File: config.mk
export PLATFORM = sky130hd
export DESIGN_NAME = sobel_read_sequencer
export DESIGN_NICKNAME = d
export VERILOG_FILES = /design/src/rtl/sobel_read_sequencer.sv
export SDC_FILE = /design/constraint.sdc
export NUM_CORES = 1
export LEC_CHECK = 0
export BUFFER_PORTS_ARGS = -buffer_cell sky130_fd_sc_hd__buf_2
export CAP_MARGIN = 10
export CORE_MARGIN = 4
export CORE_UTILIZATION = 52
export CTS_CLUSTER_DIAMETER = 80
export DETAILED_ROUTE_END_ITERATION = 6
export GPL_ROUTABILITY_DRIVEN = 1
export GPL_TIMING_DRIVEN = 1
export PLACE_DENSITY_LB_ADDON = 0.12
export SLEW_MARGIN = 0
export SYNTH_ARGS = -nofsm -noshare
export SYNTH_HDL_FRONTEND = slang
export SYNTH_SLANG_ARGS = --single-unit
export TNS_END_PERCENT = 10
File: constraint.sdc
create_clock -name clk -period 4.3 [get_ports clk]
set_input_delay 0.215 -clock clk [delete_from_list [all_inputs] [get_ports clk]]
set_output_delay 0.215 -clock clk [all_outputs]
set_load 0.005 [all_outputs]
File: src/rtl/sobel_read_sequencer.sv
// 3x3 window read sequencer for the Sobel engine, one Avalon-MM read in flight.
// Optional: define SEQ_STALL_COUNT_EN to add the stall_cycles waitrequest counter.
module sobel_read_sequencer #(
  parameter int unsigned IMG_WIDTH     = 640,
  parameter int unsigned IMG_HEIGHT    = 480,
  parameter logic [31:0] BASE_ADDR     = 32'h0,
  parameter int unsigned BYTES_PER_PIX = 4
) (
  input  logic        clk,
  input  logic        rst,
  input  logic        start,
  output logic        busy,
  output logic        done,
  output logic [31:0] avm_address,
  output logic        avm_read,
  input  logic        avm_waitrequest,
  input  logic [31:0] avm_readdata,
  input  logic        avm_readdatavalid,
  output logic [31:0] pix_data,
  output logic        pix_valid,
  output logic        pix_full_load,
  output logic        window_ready,
  input  logic        sobel_ack,
  output logic [8:0]  win_row,
  output logic [9:0]  win_col
`ifdef SEQ_STALL_COUNT_EN
  ,
  output logic [31:0] stall_cycles
`endif
);

  typedef enum logic [2:0] {
    S_IDLE,
    S_ISSUE,
    S_WAIT_DATA,
    S_WINDOW_READY,
    S_DONE
  } state_e;

  localparam logic [8:0] LAST_ROW = 9'(IMG_HEIGHT - 3);
  localparam logic [9:0] LAST_COL = 10'(IMG_WIDTH - 3);

  state_e      state_q, state_d;
  logic [8:0]  r_q, r_d;
  logic [9:0]  c_q, c_d;
  logic [1:0]  j_q, j_d;
  logic [1:0]  k_q, k_d;
  logic [31:0] pix_data_q, pix_data_d;
  logic        pix_valid_q, pix_valid_d;
  logic        pix_full_q, pix_full_d;

  logic [31:0] pix_row, pix_col, pix_addr;

  // Pixel (r+k, c+j) of the current window; j walks columns, k walks rows.
  assign pix_row  = 32'(r_q) + 32'(k_q);
  assign pix_col  = 32'(c_q) + 32'(j_q);
  assign pix_addr = BASE_ADDR + (pix_row * IMG_WIDTH + pix_col) * BYTES_PER_PIX;

  always_comb begin
    // NOTE: every *_d gets its hold value first, so no path leaves it unassigned and no latch is inferred.
    state_d     = state_q;
    r_d         = r_q;
    c_d         = c_q;
    j_d         = j_q;
    k_d         = k_q;
    pix_data_d  = pix_data_q;
    pix_valid_d = 1'b0;
    pix_full_d  = 1'b0;

    case (state_q)
      S_IDLE: begin
        if (start) begin
          state_d = S_ISSUE;
          r_d     = '0;
          c_d     = '0;
          j_d     = '0;
          k_d     = '0;
        end
      end
      S_ISSUE: begin
        if (!avm_waitrequest) state_d = S_WAIT_DATA;
      end
      S_WAIT_DATA: begin
        if (avm_readdatavalid) begin
          pix_data_d  = avm_readdata;
          pix_valid_d = 1'b1;
          pix_full_d  = (c_q == '0);
          // A 3-pixel load starts at j=2, so k wrapping there also ends the load.
          if (k_q != 2'd2) begin
            k_d     = k_q + 2'd1;
            state_d = S_ISSUE;
          end else if (j_q != 2'd2) begin
            k_d     = '0;
            j_d     = j_q + 2'd1;
            state_d = S_ISSUE;
          end else begin
            k_d     = '0;
            state_d = S_WINDOW_READY;
          end
        end
      end
      S_WINDOW_READY: begin
        if (sobel_ack) begin
          if (r_q == LAST_ROW && c_q == LAST_COL) begin
            state_d = S_DONE;
          end else begin
            state_d = S_ISSUE;
            k_d     = '0;
            if (c_q == LAST_COL) begin
              c_d = '0;
              r_d = r_q + 9'd1;
              j_d = '0;
            end else begin
              c_d = c_q + 10'd1;
              j_d = 2'd2;
            end
          end
        end
      end
      S_DONE:  state_d = S_IDLE;
      default: state_d = S_IDLE;
    endcase
  end

  always_ff @(posedge clk) begin
    // NOTE: non-blocking assignments make every flop sample pre-edge values regardless of statement order.
    if (rst) begin
      state_q     <= S_IDLE;
      r_q         <= '0;
      c_q         <= '0;
      j_q         <= '0;
      k_q         <= '0;
      pix_data_q  <= '0;
      pix_valid_q <= 1'b0;
      pix_full_q  <= 1'b0;
    end else begin
      state_q     <= state_d;
      r_q         <= r_d;
      c_q         <= c_d;
      j_q         <= j_d;
      k_q         <= k_d;
      pix_data_q  <= pix_data_d;
      pix_valid_q <= pix_valid_d;
      pix_full_q  <= pix_full_d;
    end
  end

  assign busy          = (state_q != S_IDLE);
  assign done          = (state_q == S_DONE);
  assign avm_read      = (state_q == S_ISSUE);
  assign avm_address   = avm_read ? pix_addr : '0;
  assign window_ready  = (state_q == S_WINDOW_READY);
  assign pix_data      = pix_data_q;
  assign pix_valid     = pix_valid_q;
  assign pix_full_load = pix_full_q;
  assign win_row       = r_q;
  assign win_col       = c_q;

`ifdef SEQ_STALL_COUNT_EN
  logic [31:0] stall_q, stall_d;

  always_comb begin
    stall_d = stall_q;
    if (state_q == S_IDLE && start) begin
      stall_d = '0;
    end else if (avm_read && avm_waitrequest && stall_q != '1) begin
      stall_d = stall_q + 32'd1;
    end
  end

  always_ff @(posedge clk) begin
    if (rst) stall_q <= '0;
    else     stall_q <= stall_d;
  end

  assign stall_cycles = stall_q;
`endif

endmodule

# Yosys cells after proc, flatten, opt, wreduce, memory -nomap -nowiden
# Cells that the tools add are included.
dict set report word_totals {
  ff_bits 60
  out_inout_bits 89
  wordCells 81
  input_bits 38
}
dict set report classes {
  mux 33
  bitwise 2
  addsub 7
  eq_ne 16
  mul 1
  reduce_logical 14
}
# cell n
set op_table {}
lappend op_table {{two-way mux 10 bit} 4}
lappend op_table {{two-way mux 9 bit} 4}
lappend op_table {{two-way mux 2 bit} 13}
lappend op_table {{two-way mux 23 bit} 1}
lappend op_table {{adder 20 x 11 -> 21 bit} 1}
lappend op_table {{one-hot mux 10 bit (2 select lines)} 1}
lappend op_table {{one-hot mux 9 bit (2 select lines)} 1}
lappend op_table {{inequality test 2 bit (second input constant)} 8}
lappend op_table {{two-way mux 3 bit} 5}
lappend op_table {{multiplier 10 x 3 -> 13 bit (second input constant)} 1}
lappend op_table {{one-hot mux 2 bit (3 select lines)} 2}
lappend op_table {{one-hot mux 3 bit (4 select lines)} 1}
lappend op_table {{adder 10 x 2 -> 11 bit} 1}
lappend op_table {{adder 10 x 1 -> 10 bit (second input constant)} 1}
lappend op_table {{adder 9 x 2 -> 10 bit} 1}
lappend op_table {{== test 10 bit (second input constant)} 1}
lappend op_table {{zero test 10 bit} 1}
lappend op_table {{AND reduction 5 bit} 2}
lappend op_table {{adder 9 x 1 -> 9 bit (second input constant)} 1}
lappend op_table {{== test 9 bit (second input constant)} 1}
lappend op_table {{AND reduction 4 bit} 2}
lappend op_table {{AND reduction 7 bit} 1}
lappend op_table {{== test 3 x 2 -> 1 bit (second input constant)} 2}
lappend op_table {{nonzero test 3 bit} 2}
lappend op_table {{other kinds (12)} 15}

# Logic depth before layout (Yosys ltp)
# Gate-level depths: netlist (run 1).
dict set report logic_depth {
  ltp_word 5
  depth_mapped 14
  depth_no_buf 14
}

# Worst setup path after synthesis (run 1)
# OpenSTA, ideal clock, no wires.
dict set report synth_timing {
  kind {flip-flop to output port}
  startpoint {reg r_q[0] (netlist: win_row[0])}
  endpoint {out avm_address[21]}
  t_required_ns 4.085
  stages_incl_launch_ff 14
  path_slack_ns 0.786
  arrival_time_ns 3.299
  n_path_buf 0
  path_cell_list {dfxtp_1 ha_1 fa_1 nand2_1 xnor2_1 ha_1 inv_1 fa_1 nand2b_1 a21oi_1 xnor2_1 nor4_2 nand2_1 o41ai_2}
}
dict set report synth_between {
  elab_chain_len 4
}
# element line_no
set synth_lines {}
lappend synth_lines {{start, declared} 44} ;# logic [8:0] r_q, r_d;
lappend synth_lines {{start signal, assigned} 138} ;# r_q <= r_d;
lappend synth_lines {{adder 9 x 2 -> 10 bit} 55} ;# assign pix_row = 32'(r_q) + 32'(k_q);
lappend synth_lines {{multiplier 10 x 3 -> 13 bit} 57} ;# assign pix_addr = BASE_ADDR + (pix_row * IMG_WIDTH + pix_col) * BYTES_PER_PIX;
lappend synth_lines {{adder 20 x 11 -> 21 bit} 57}
lappend synth_lines {{two-way mux 23 bit} 151} ;# assign avm_address = avm_read ? pix_addr : '0;
lappend synth_lines {{end, declared} 14} ;# output logic [31:0] avm_address,
# Every way passes these cells.

# Worst setup path in the final report (run 1)
# Ends and elaborated chain as after synthesis.

==> results.md, run 1 <==
* Area post-placement at 0.004477 mm^2
* GRT Util Overall at 0.2083
* Drt first-iter violations at 115
* Final setup violation count at 0
* Tcrit/Tclk final at 0.9444
* Library cells used by synthesis at 57
* Row count at 31
* Placed cell count at 686
* Post-route DRC at 0
* Core footprint at 0.007292 mm^2
* Post-synth EDFFs at 0
* Top cell type's share of synthesized area at 0.3051
* CP Launch Type: flop
* Worst-path clk slew at 70 ps
* CTS Sinks at 60
* Hold Crit Class: in2reg
* Seq/Total Area, Yosys at 0.3051
* Pin count of the biggest net entering global routing at 55
* Initial antenna violation count at 0
* Relative slew margins at 0.2240
* Fin. Hold Viols at 0
* Finished Cell Area at 0.004732 mm^2
* Post-DP HPWL at 7036 um
* Drt first pass iters at 5
* Die ar. at 0.009029 mm^2
* Worst VDD drop at 0.2469 mV
* Congestion Overflow GR at 0
* Fin nets at 669
* Synth Warn # at 0
* Cells after Synth at 496
* CP arrival at 3850 ps
* Post-synth top area cell: dfxtp_1
* Critical path type: reg2out
* ANT cells at 0
* CTS tree: built
* R2r startpoint: win_col[2]
* Initial Util at 0.5400
* #FFs+latches synth at 60
* Min Tclk post-route at 4061 ps
* Share of layout cells above drive strength 1 at 0.2558
* First-pass GRT wire length at 15080 um
* Avg Inst Size Synth at 7.939 um^2
* Worst Setup End Kind: output pin
* Post-cts sizing count at 0
* Hold Crit Start: avm_readdata[17]
* Final ANT Viol Nets at 0
* Post-CTS setup buffer count at 0
* Worst EP required at 4090 ps
* Ports at 127
* Chip width at 95.02 um
* IO buf count at 114
* Synth area leaders: dfxtp_1, ha_1, nand2_1
* # Max-Cap Violations at 0
* TNS Setup at 0 ps
* Vias in the first global route at 3282
* Clk Latency, worst-skew pair at 330 ps
* Async SR Flop Fraction at 0
* CTS Buffer Depth at 2
* Slew Limit Fails at 0
* RSZ-0062 raised after global routing: false
* Routed wire length at 9352 um
* Pwr per Cell Area at 329.9 mW/mm^2
* Critical-path maximum fanout at 10
* Mapped Area at 0.003938 mm^2
* Gpl congestion at 0.8585
* H-Tree Depth at 3
* Die Ht at 95.02 um
* Crit path launch: win_row[0]
* Wire length per cell at 13.34 um
* Area Overhead vs Synth at 20.18%
* Leakage at 2.193 nW
* Synth Flop Type: dfxtp_1
* Fmax at 246.3 MHz
* Status: completed
* Final Non-Filler Cells at 701
* DR vias at 3676
* CTS root buffer: clkbuf_8
* Clk_skew at 9.352 ps
* Hold-fix buffers at CTS at 0
* Worst Tran Pin Value at 1161 ps
* Vias per Instance at 5.244
* Inserted Clock Buffers at 9
* Overall Power at 1.561 mW
-- state kept, by name (all words and copies together), names as in the netlist --
register	cells
pix_data	32
win_row	9
j_q	2
pix_valid	1
k_q	2
pix_full_load	1
state_q	3
win_col	10
-- worst paths after layout --
path,to,slack (ps),cells after the start
worst max-delay path,avm_address[21],240,14
worst min-delay path,pix_data[17],120,3
worst min register to register,pix_data[21],450,2
worst max register to register,win_row[1],1860,6
-- cells in the mapped netlist, types with 2 or more instances --
cell and instances:
a211o_1 2, a21o_1 9, a21oi_1 47, a221oi_1 2, a31oi_1 2, and2_1 4, and3_1 4, and4_1 2
and4_4 2, buf_2 7, buf_4 13, buf_6 2, clkbuf_1 12, dfxtp_1 60, fa_1 3, ha_1 30
inv_1 12, mux2i_1 2, nand2_1 89, nand2b_1 3, nand3_1 13, nand4_1 8, nor2_1 45, nor2b_1 4
nor3_1 19, nor3_2 3, nor3b_1 4, nor4_1 7, nor4b_1 2, nor4b_2 2, o21ai_0 10, o21bai_1 3
or3_1 3, xnor2_1 27, xor2_1 17
-- per-layer routing --
| layer | GRT usage | up-vias | routed length (um) |
|---|---|---|---|
| met4 | 0.06731 | 0 | 121 |
| met5 | 0 | - | 0 |
| li1 | - | 1890 | - |
| met2 | 0.3277 | 121 | 4191 |
| met1 | 0.2723 | 1657 | 4188 |
| met3 | 0.06472 | 8 | 850 |
-- final cells by class --
class	count	area [um^2]
clock buffers	12	165.2
inverters	13	48.80
clock inverters	3	45.04
repair buffers	115	578.1
flip-flops and latches	60	1204
multi-input cells	399	2567
well taps	99	123.9
fillers	671	2560
-- layout by cell type, fill, tap and decap left out, types with 3 or more instances in the layout --
cell type	n
xnor2_1	25
nand2_1	89
nor3_2	3
nor2_1	45
o21ai_0	10
nand4_1	8
and3_1	4
inv_1	12
ha_1	29
o21bai_1	3
nand3_1	13
or3_1	3
nor3_1	19
a21oi_1	45
buf_2	114
nand2b_1	3
and2_1	4
nor3b_1	4
dfxtp_1	58
a21oi_2	3
nor2b_1	4
xor2_1	17
a21o_1	9
clkbuf_8	12
conb_1	12
nor4_1	6
-- where the power goes --
part / internal, mW / switching, mW
sequential: 0.600 / 0.0518
clock: 0.312 / 0.215
combinational: 0.146 / 0.237
-- stage by stage --
stage / util / setup WS (ps) / hold slack, ps
floorplan: - / 785.7 / 351.0
global placement: 0.6139 / 520.8 / 438.7
detailed placement: 0.6139 / 379.9 / 443.0
CTS: 0.6428 / 10.35 / 102.7
global route: 0.6489 / 26.27 / 109.9
finish: 0.6489 / 239.2 / 120.2
-- critical path: stages (launching register included) --
cell,delay (ps)
dfxtp_2,380
ha_1,230
fa_1,410
nand2_1,130
nor2_1,60
xor2_1,210
ha_1,270
ha_2,330
a21o_1,180
a221oi_1,320
xor2_1,180
nor3_2,260
nand2_1,110
o41ai_2,300
buf_2,160
-- logic make-up after synthesis --
kind of cell / share of synthesized area
AND/OR/NAND/NOR: 0.2691
AO/OA/AOI/OAI: 0.1471
flip-flops: 0.3051
buffers and inverters: 0.06418
XOR/XNOR: 0.09787
adder cells (fa/ha/maj): 0.1106
multiplexers: 0.005084
other: 0.0009524
Power figures use the tool's default switching activity.
==> run 2, diff against run 1 <==
==> constraint.sdc (replaced) <==
create_clock -name clk -period 4.3 [get_ports clk]
set_input_delay 0.86 -clock clk [delete_from_list [all_inputs] [get_ports clk]]
set_output_delay 0.86 -clock clk [all_outputs]
set_load 0.005 [all_outputs]
==> run 2 against run 1 <==
Against the previous run: the run now ends with setup timing left; fmax down 12%; power increased by 5.5%; routed wire length rose by 22%; core utilization rose by 8.2 points; sequential share of layout area is 2.7 points lower; sequential cell count stayed put; die area did not move; critical endpoint is now avm_address[19]; largest power group unchanged.
==> results.md, run 2 (synthesis results as in run 1) <==
* Status: finished, violations left (was completed)
* Failing checks: setup timing
* Min Tclk post-route at 4596 ps (was 4061 ps)
* Row count at 31 (unchanged)
* Combinational share of power at 0.243 (was 0.245)
* Core footprint at 0.007292 mm^2 (unchanged)
* CP Launch Type: flop (unchanged)
* Internal power at 1.123 mW (was 1.057 mW)
* Worst VDD drop at 0.2331 mV (was 0.2469 mV)
* H-Tree Depth at 3 (unchanged)
* Congestion Overflow GR at 0 (unchanged)
* CP arrival at 3740 ps (was 3850 ps)
* Switch share at 0.3180 (was 0.3226)
* Worst Slack Setup Final at -295.9 ps (was 239.2 ps)
* Vias in the first global route at 3592 (was 3282)
* Slowest-stage cell, CP: fa_2 (was fa_1)
* Leakage at 2.412 nW (was 2.193 nW)
* Leading cell type in the layout, fill and taps excluded: buf_2 (unchanged)
* Area post-placement at 0.004544 mm^2 (was 0.004477 mm^2)
* Buf+Inv Stages, Crit Path at 2 (was 1)
* GRT Util Overall at 0.2349 (was 0.2083)
* Tcrit/Tclk final at 1.069 (was 0.9444)
* Pwr per Cell Area at 308.9 mW/mm^2 (was 329.9 mW/mm^2)
* Slew Limit Fails at 0 (unchanged)
* Final ANT Viol Nets at 0 (unchanged)
* IO buf count at 114 (unchanged)
* Final setup violation count at 6 (was 0)
* DR vias at 4015 (was 3676)
* Cells along the critical path: ha_4, fa_2, nand2_4, nor2_2, xor2_2, ha_4, ha_4, a21o_1, a221oi_2, xor2_1, nor3_4, buf_4, a21o_1, a21oi_2, buf_2 (was ha_1, fa_1, nand2_1, nor2_1, xor2_1, ha_1, ha_2, a21o_1, a221oi_1, xor2_1, nor3_2, nand2_1, o41ai_2, buf_2)
* Relative slew margins at 0.1972 (was 0.2240)
* Wire length per cell at 15.71 um (was 13.34 um)
* CTS tree: built (unchanged)
* ANT cells at 0 (unchanged)
* Drt first-iter violations at 188 (was 115)
* CP delay by family, top: adder cells (unchanged)
* Initial Util at 0.5400 (unchanged)
* Pin count of the biggest net entering global routing at 36 (was 55)
* Crit path largest cell delay at 370 ps (was 410 ps)
* Gpl congestion at 0.8446 (was 0.8585)
* RSZ-0062 raised after global routing: true (was false)
* Clk pwr share at 0.362 (was 0.338)
* Clk Latency, worst-skew pair at 340 ps (was 330 ps)
* Fin nets at 696 (was 669)
* Hold Crit Class: reg2reg (was in2reg)
* Drt first pass iters at 5 (unchanged)
* Crit path launch: win_row[0] (unchanged)
* Chip width at 95.02 um (unchanged)
* Hold Crit Start: pix_data[31] (was avm_readdata[17])
* First-pass GRT wire length at 16950 um (was 15080 um)
* Sw Pwr at 0.5237 mW (was 0.5036 mW)
* Inserted Clock Buffers at 9 (unchanged)
* CTS root buffer: clkbuf_8 (unchanged)
* Fin. Hold Viols at 0 (unchanged)
* Initial antenna violation count at 0 (unchanged)
* Die ar. at 0.009029 mm^2 (unchanged)
* Share of layout cells above drive strength 1 at 0.3593 (was 0.2558)
* Hold-fix buffers at CTS at 0 (unchanged)
* Ports at 127 (unchanged)
* Max FFs per register at 32 (unchanged)
* Area of the multi-input gates at 0.002915 mm^2 (was 0.002567 mm^2)
* Fill cells at 564 (was 671)
* Area Overhead vs Synth at 35.40% (was 20.18%)
* TNS Setup at -1276 ps (was 0 ps)
* Die Ht at 95.02 um (unchanged)
* Worst Setup End Kind: output pin (unchanged)
* Worst-path clk slew at 70 ps (about the same)
* Post-DP HPWL at 7254 um (was 7036 um)
* Vias per Instance at 5.515 (was 5.244)
* Commonest non-fill, non-tap cells in the layout: buf_2, nand2_1, dfxtp_1 (unchanged)
* Finished Cell Area at 0.005331 mm^2 (was 0.004732 mm^2)
* CTS Buffer Depth at 2 (unchanged)
* R2r startpoint: state_q[1] (was win_col[2])
* Critical path type: reg2out (unchanged)
* Worst Tran Pin Value at 1201 ps (was 1161 ps)
* CTS Sinks at 60 (unchanged)
* Fmax at 217.6 MHz (was 246.3 MHz)
* Register area at 0.001210 mm^2 (was 0.001204 mm^2)
* Clk_skew at 10.17 ps (was 9.352 ps)
* # Max-Cap Violations at 0 (unchanged)
* Overall Power at 1.647 mW (was 1.561 mW)
* Worst EP required at 3440 ps (was 4090 ps)
* Most used cell, CP: ha_4
* Sequential share of power at 0.395 (was 0.417)
* Critical-path maximum fanout at 4 (was 10)
* Post-route DRC at 0 (unchanged)
* Routed wire length at 11440 um (was 9352 um)
-- run 2: cell types whose count changed in the layout (fill, tap and decap cells not counted), sizes merged --
cell      previous run  this run
buf                115       142
clkinvlp             2         0
bufinv               1         2
clkinv               1         2
-- run 2: tightest hold or removal path, cell delays in order, from the launching register on --
cell     delay (ps)
dfxtp_1         310
nand2_1          50
a21oi_1          50
-- run 2: power groups by stage --
stage / Sequential, mW / Combinational, mW / Clock (mW)
3_5_place_dp: 0.661 / 0.389 / 0
6_report: 0.650 / 0.400 / 0.596
2_1_floorplan: 0.646 / 0.287 / 0
5_1_grt: 0.658 / 0.450 / 0.627
4_1_cts: 0.649 / 0.394 / 0.603
3_3_place_gp: 0.659 / 0.378 / 0
-- run 2: final cells by class --
type,count,area share
repair buffers,142,0.1500
inverters,13,0.009153
multi-input cells,399,0.5468
clock buffers,12,0.03098
well taps,99,0.02323
clock inverters,3,0.01291
flip-flops and latches,60,0.2269
-- run 2: what timing repair did --
item,in CTS,in global routing
gates resized for setup,37,41
setup endpoints to repair,6,8
pin swaps,23,26
buffers inserted,10,8
cloned,0,0
-- run 2: metrics by stage --
| step | util | setup slack, ps | instances | hold WS, ps |
|---|---|---|---|---|
| after floorplan | - | 140.7 | 507 | 452.7 |
| after global placement | 0.6232 | 113.5 | 695 | 438.7 |
| after detailed placement | 0.6232 | -18.48 | 695 | 443.5 |
| after CTS | 0.6882 | -113.6 | 720 | 453.3 |
| after global routing | 0.7311 | -382.7 | 728 | 462.9 |
| final | 0.7311 | -295.9 | 728 | 450.1 |
-- run 2: metal layers --
metal | routed length (um) | GRT usage | part of all wire | vias up
met4 | 191 | 0.07572 | 0.017 | 0
met5 | 0 | 0 | 0 | -
met3 | 1055 | 0.07419 | 0.092 | 26
met2 | 5472 | 0.3658 | 0.48 | 185
met1 | 4715 | 0.3098 | 0.41 | 1860
li1 | - | - | - | 1944
-- run 2: final timing paths --
kind                                         to  slack, ps  depth (start not counted)
worst max register to register    pix_full_load       1850                          5
worst max-delay path            avm_address[19]       -300                         15
worst min register to register     pix_data[31]        450                          2
worst min-delay path               pix_data[31]        450                          2
==> run 3, diff against run 2 <==
--- a/config.mk
+++ b/config.mk
@@ -5,10 +5,11 @@
 export SDC_FILE = /design/constraint.sdc
 export NUM_CORES = 1
 export LEC_CHECK = 0
+export ABC_AREA = 1
 export BUFFER_PORTS_ARGS = -buffer_cell sky130_fd_sc_hd__buf_2
 export CAP_MARGIN = 10
 export CORE_MARGIN = 4
-export CORE_UTILIZATION = 52
+export CORE_UTILIZATION = 53
 export CTS_CLUSTER_DIAMETER = 80
 export DETAILED_ROUTE_END_ITERATION = 6
 export GPL_ROUTABILITY_DRIVEN = 1
==> run 3 against run 2 <==
Against the previous run: the run now ends clean; first-iteration DRC count decreased by 5.9%; routed wire length up 1.7%; clock power fell by 15%; sequential share of layout area is 0.32 points lower; non-clock buffer count is 17 lower; critical path type unchanged.
==> results.md, run 3 <==
* H-Tree Depth at 3 (unchanged)
* Fmax at 238.5 MHz (was 217.6 MHz)
* Area Overhead vs Synth at 25.65% (was 35.40%)
* Fill cells at 732 (was 564)
* Synth Flop Type: dfxtp_1 (unchanged)
* Hold-fix buffers at CTS at 0 (unchanged)
* Worst VDD drop at 0.3049 mV (was 0.2331 mV)
* TNS Setup at 0 ps (was -1276 ps)
* Final setup violation count at 0 (was 6)
* Die ar. at 0.009634 mm^2 (was 0.009029 mm^2)
* Min Tclk post-route at 4194 ps (was 4596 ps)
* Reg2reg setup slack at 2170 ps (was 1850 ps)
* Routed wire length at 11620 um (was 11440 um)
* Relative slew margins at 0.3997 (was 0.1972)
* Setup slack at placement at 116.7 ps (was -18.48 ps)
* Congestion Overflow GR at 0 (unchanged)
* Fin nets at 844 (was 696)
* Wire length per cell at 13.21 um (was 15.71 um)
* CTS Buffer Depth at 2 (unchanged)
* Final ANT Viol Nets at 0 (unchanged)
* Share of layout cells above drive strength 1 at 0.2828 (was 0.3593)
* Worst Tran Pin Value at 900.4 ps (was 1201 ps)
* Cells along the critical path: ha_4, fa_2, xor2_4, ha_4, ha_4, inv_1, fa_2, inv_2, nand2_2, nor2_2, nand2_1, nand3_2, buf_4, buf_4, a21oi_1, nor2_1, buf_2 (was ha_4, fa_2, nand2_4, nor2_2, xor2_2, ha_4, ha_4, a21o_1, a221oi_2, xor2_1, nor3_4, buf_4, a21o_1, a21oi_2, buf_2)
* Initial Util at 0.5518 (was 0.5400)
* Mapped Area at 0.004308 mm^2 (was 0.003938 mm^2)
* Worst EP required at 3440 ps (about the same)
* Worst Setup End Kind: output pin (unchanged)
* WP depth at 17 (was 15)
* CP Launch Type: flop (unchanged)
* Row count at 32 (was 31)
* IO buf count at 114 (unchanged)
* Slowest-stage cell, CP: fa_2 (unchanged)
* Pin count of the biggest net entering global routing at 50 (was 36)
* Cells after Synth at 658 (was 496)
* Worst Slack Setup Final at 106.4 ps (was -295.9 ps)
* Pwr per Cell Area at 342.7 mW/mm^2 (was 308.9 mW/mm^2)
* Vias per Instance at 5.166 (was 5.515)
* Max FFs per register at 32 (unchanged)
* Area of the multi-input gates at 0.002923 mm^2 (was 0.002915 mm^2)
* Slew Limit Fails at 0 (unchanged)
* Worst-path clk slew at 70 ps (about the same)
* Post-DP HPWL at 8562 um (was 7254 um)
* Ports at 127 (unchanged)
* # Max-Cap Violations at 0 (unchanged)
* Placed cell count at 856 (was 695)
* Register area at 0.001211 mm^2 (was 0.001210 mm^2)
* Clk Latency, worst-skew pair at 330 ps (was 340 ps)
* Commonest cells in the netlist: nand2_1, nand3_1, nor2_1 (was nand2_1, dfxtp_1, a21oi_1)
* Initial antenna violation count at 0 (unchanged)
* Leading cell type in the layout, fill and taps excluded: nand2_1 (was buf_2)
* Post-synth top area cell: dfxtp_1 (unchanged)
* Crit path largest cell delay at 520 ps (was 370 ps)
* Library cells used by synthesis at 41 (was 57)
* Most common cell in the netlist: nand2_1 (unchanged)
* Buf+Inv Stages, Crit Path at 5 (was 2)
* Final Non-Filler Cells at 880 (was 728)
* Critical-path maximum fanout at 8 (was 4)
* Status: completed (was finished, violations left)
* Post-route DRC at 0 (unchanged)
* Vias in the first global route at 4169 (was 3592)
* Core footprint at 0.007807 mm^2 (was 0.007292 mm^2)
* CTS tree: built (unchanged)
* Drt first-iter violations at 177 (was 188)
* R2r worst-path depth at 7 (was 5)
* Die Ht at 98.16 um (was 95.02 um)
* Most used cell, CP: ha_4 (unchanged)
* Synth Warn # at 0 (unchanged)
* Synth area leaders: dfxtp_1, nand2_1, ha_1 (was dfxtp_1, ha_1, nand2_1)
* CTS root buffer: clkbuf_8 (unchanged)
* Post-synth EDFFs at 0 (unchanged)
* GRT Util Overall at 0.2299 (was 0.2349)
* CTS Sinks at 60 (unchanged)
* Commonest non-fill, non-tap cells in the layout: nand2_1, buf_2, nand3_1 (was buf_2, nand2_1, dfxtp_1)
* Tcrit/Tclk final at 0.9753 (was 1.069)
* Gpl congestion at 0.8585 (was 0.8446)
* DR vias at 4546 (was 4015)
* RSZ-0062 raised after global routing: true (unchanged)
* Inserted Clock Buffers at 9 (unchanged)
* #FFs+latches synth at 60 (unchanged)
* First-pass GRT wire length at 18800 um (was 16950 um)
* Async SR Flop Fraction at 0 (unchanged)
* CP arrival at 3330 ps (was 3740 ps)
* Chip width at 98.16 um (was 95.02 um)
* Avg Inst Size Synth at 6.547 um^2 (was 7.939 um^2)
* Top cell type's share of synthesized area at 0.2788 (was 0.3051)
* Seq/Total Area, Yosys at 0.2788 (was 0.3051)
* ANT cells at 0 (unchanged)
* Drt first pass iters at 5 (unchanged)
* Clk_skew at 13.77 ps (was 10.17 ps)
* Fin. Hold Viols at 0 (unchanged)
* Leakage at 2.519 nW (was 2.412 nW)
* Hold Crit Class: reg2reg (unchanged)
* Critical path type: reg2out (unchanged)
* CP delay by family, top: adder cells (unchanged)
* Hold Path Stages at 2 (unchanged)
[run 3: cell types whose count changed after synthesis, sizes merged, moves of 7 or more]
cell / previous run / this run
nor4: 8 / 0
inv: 12 / 78
nor3: 22 / 12
o21ai: 10 / 19
nor2: 45 / 72
xnor2: 27 / 3
nand3: 13 / 76
a21o: 9 / 0
nand2: 89 / 170
a21oi: 48 / 70
xor2: 17 / 10
[run 3: area by class of cell]
| cell class | instances | share of cell area |
|---|---|---|
| multi-input combinational | 498 | 0.5400 |
| sequential | 60 | 0.2238 |
| tap | 102 | 0.02358 |
| inverter | 79 | 0.05525 |
| timing repair buffer | 125 | 0.1207 |
| clock buffer | 9 | 0.02288 |
| clock inverter | 7 | 0.01387 |
[run 3: tightest hold or removal path, stage by stage (launching register included)]
cell and delay, ps:
dfxtp_1 310, nand2_1 60, a21oi_1 50
[run 3: stage by stage]
step / power, mW / hold slack, ps / utilization / cell area, um^2
after floorplan: 1.152 / 456.5 / - / 4349
after global placement: 1.319 / 444.8 / 0.6256 / 4885
after detailed placement: 1.331 / 451.7 / 0.6256 / 4885
after CTS: 1.849 / 462.7 / 0.6583 / 5140
after global routing: 1.998 / 479.8 / 0.6933 / 5413
final: 1.855 / 461.0 / 0.6933 / 5413
[run 3: worst paths after layout]
path | from | end
min | pix_data[9] | pix_data[9]
max reg2reg | state_q[0] | pix_full_load
max | win_row[0] | avm_address[16]
min reg2reg | pix_data[9] | pix_data[9]
[run 3: per-layer routing]
metal / vias to the layer above / track usage / wire [um]
met5: - / 0 / 0
met4: 0 / 0.07353 / 224
met3: 22 / 0.04500 / 625
met2: 135 / 0.4005 / 5801
met1: 2056 / 0.2856 / 4972
li1: 2333 / - / -
[run 3: logic make-up (layout without fill, tap and decap cells)]
logic type,after synthesis,in the layout,synth area share
AOI/OAI and AO/OA,95,95,0.1170
xor gates and xnor gates,13,13,0.02643
adders and majority gates,33,33,0.1011
buffers and inverters,111,220,0.1124
DFF,60,60,0.2788
other,1,12,0.0008705
and+or+nand+nor,345,345,0.3633
[run 3: what timing repair did]
action / CTS / global route
setup buffers: 2 / 6
resized for setup: 15 / 44
pin swaps: 4 / 22
hold endpoints to repair: 0 / 0
setup endpoints to repair: 5 / 7
cloned: 0 / 0
[run 3: where the power goes]
part	switching, mW	leakage, nW	internal, mW
clock network	0.239	0.104	0.270
logic	0.443	1.93	0.229
registers	0.0611	0.488	0.614
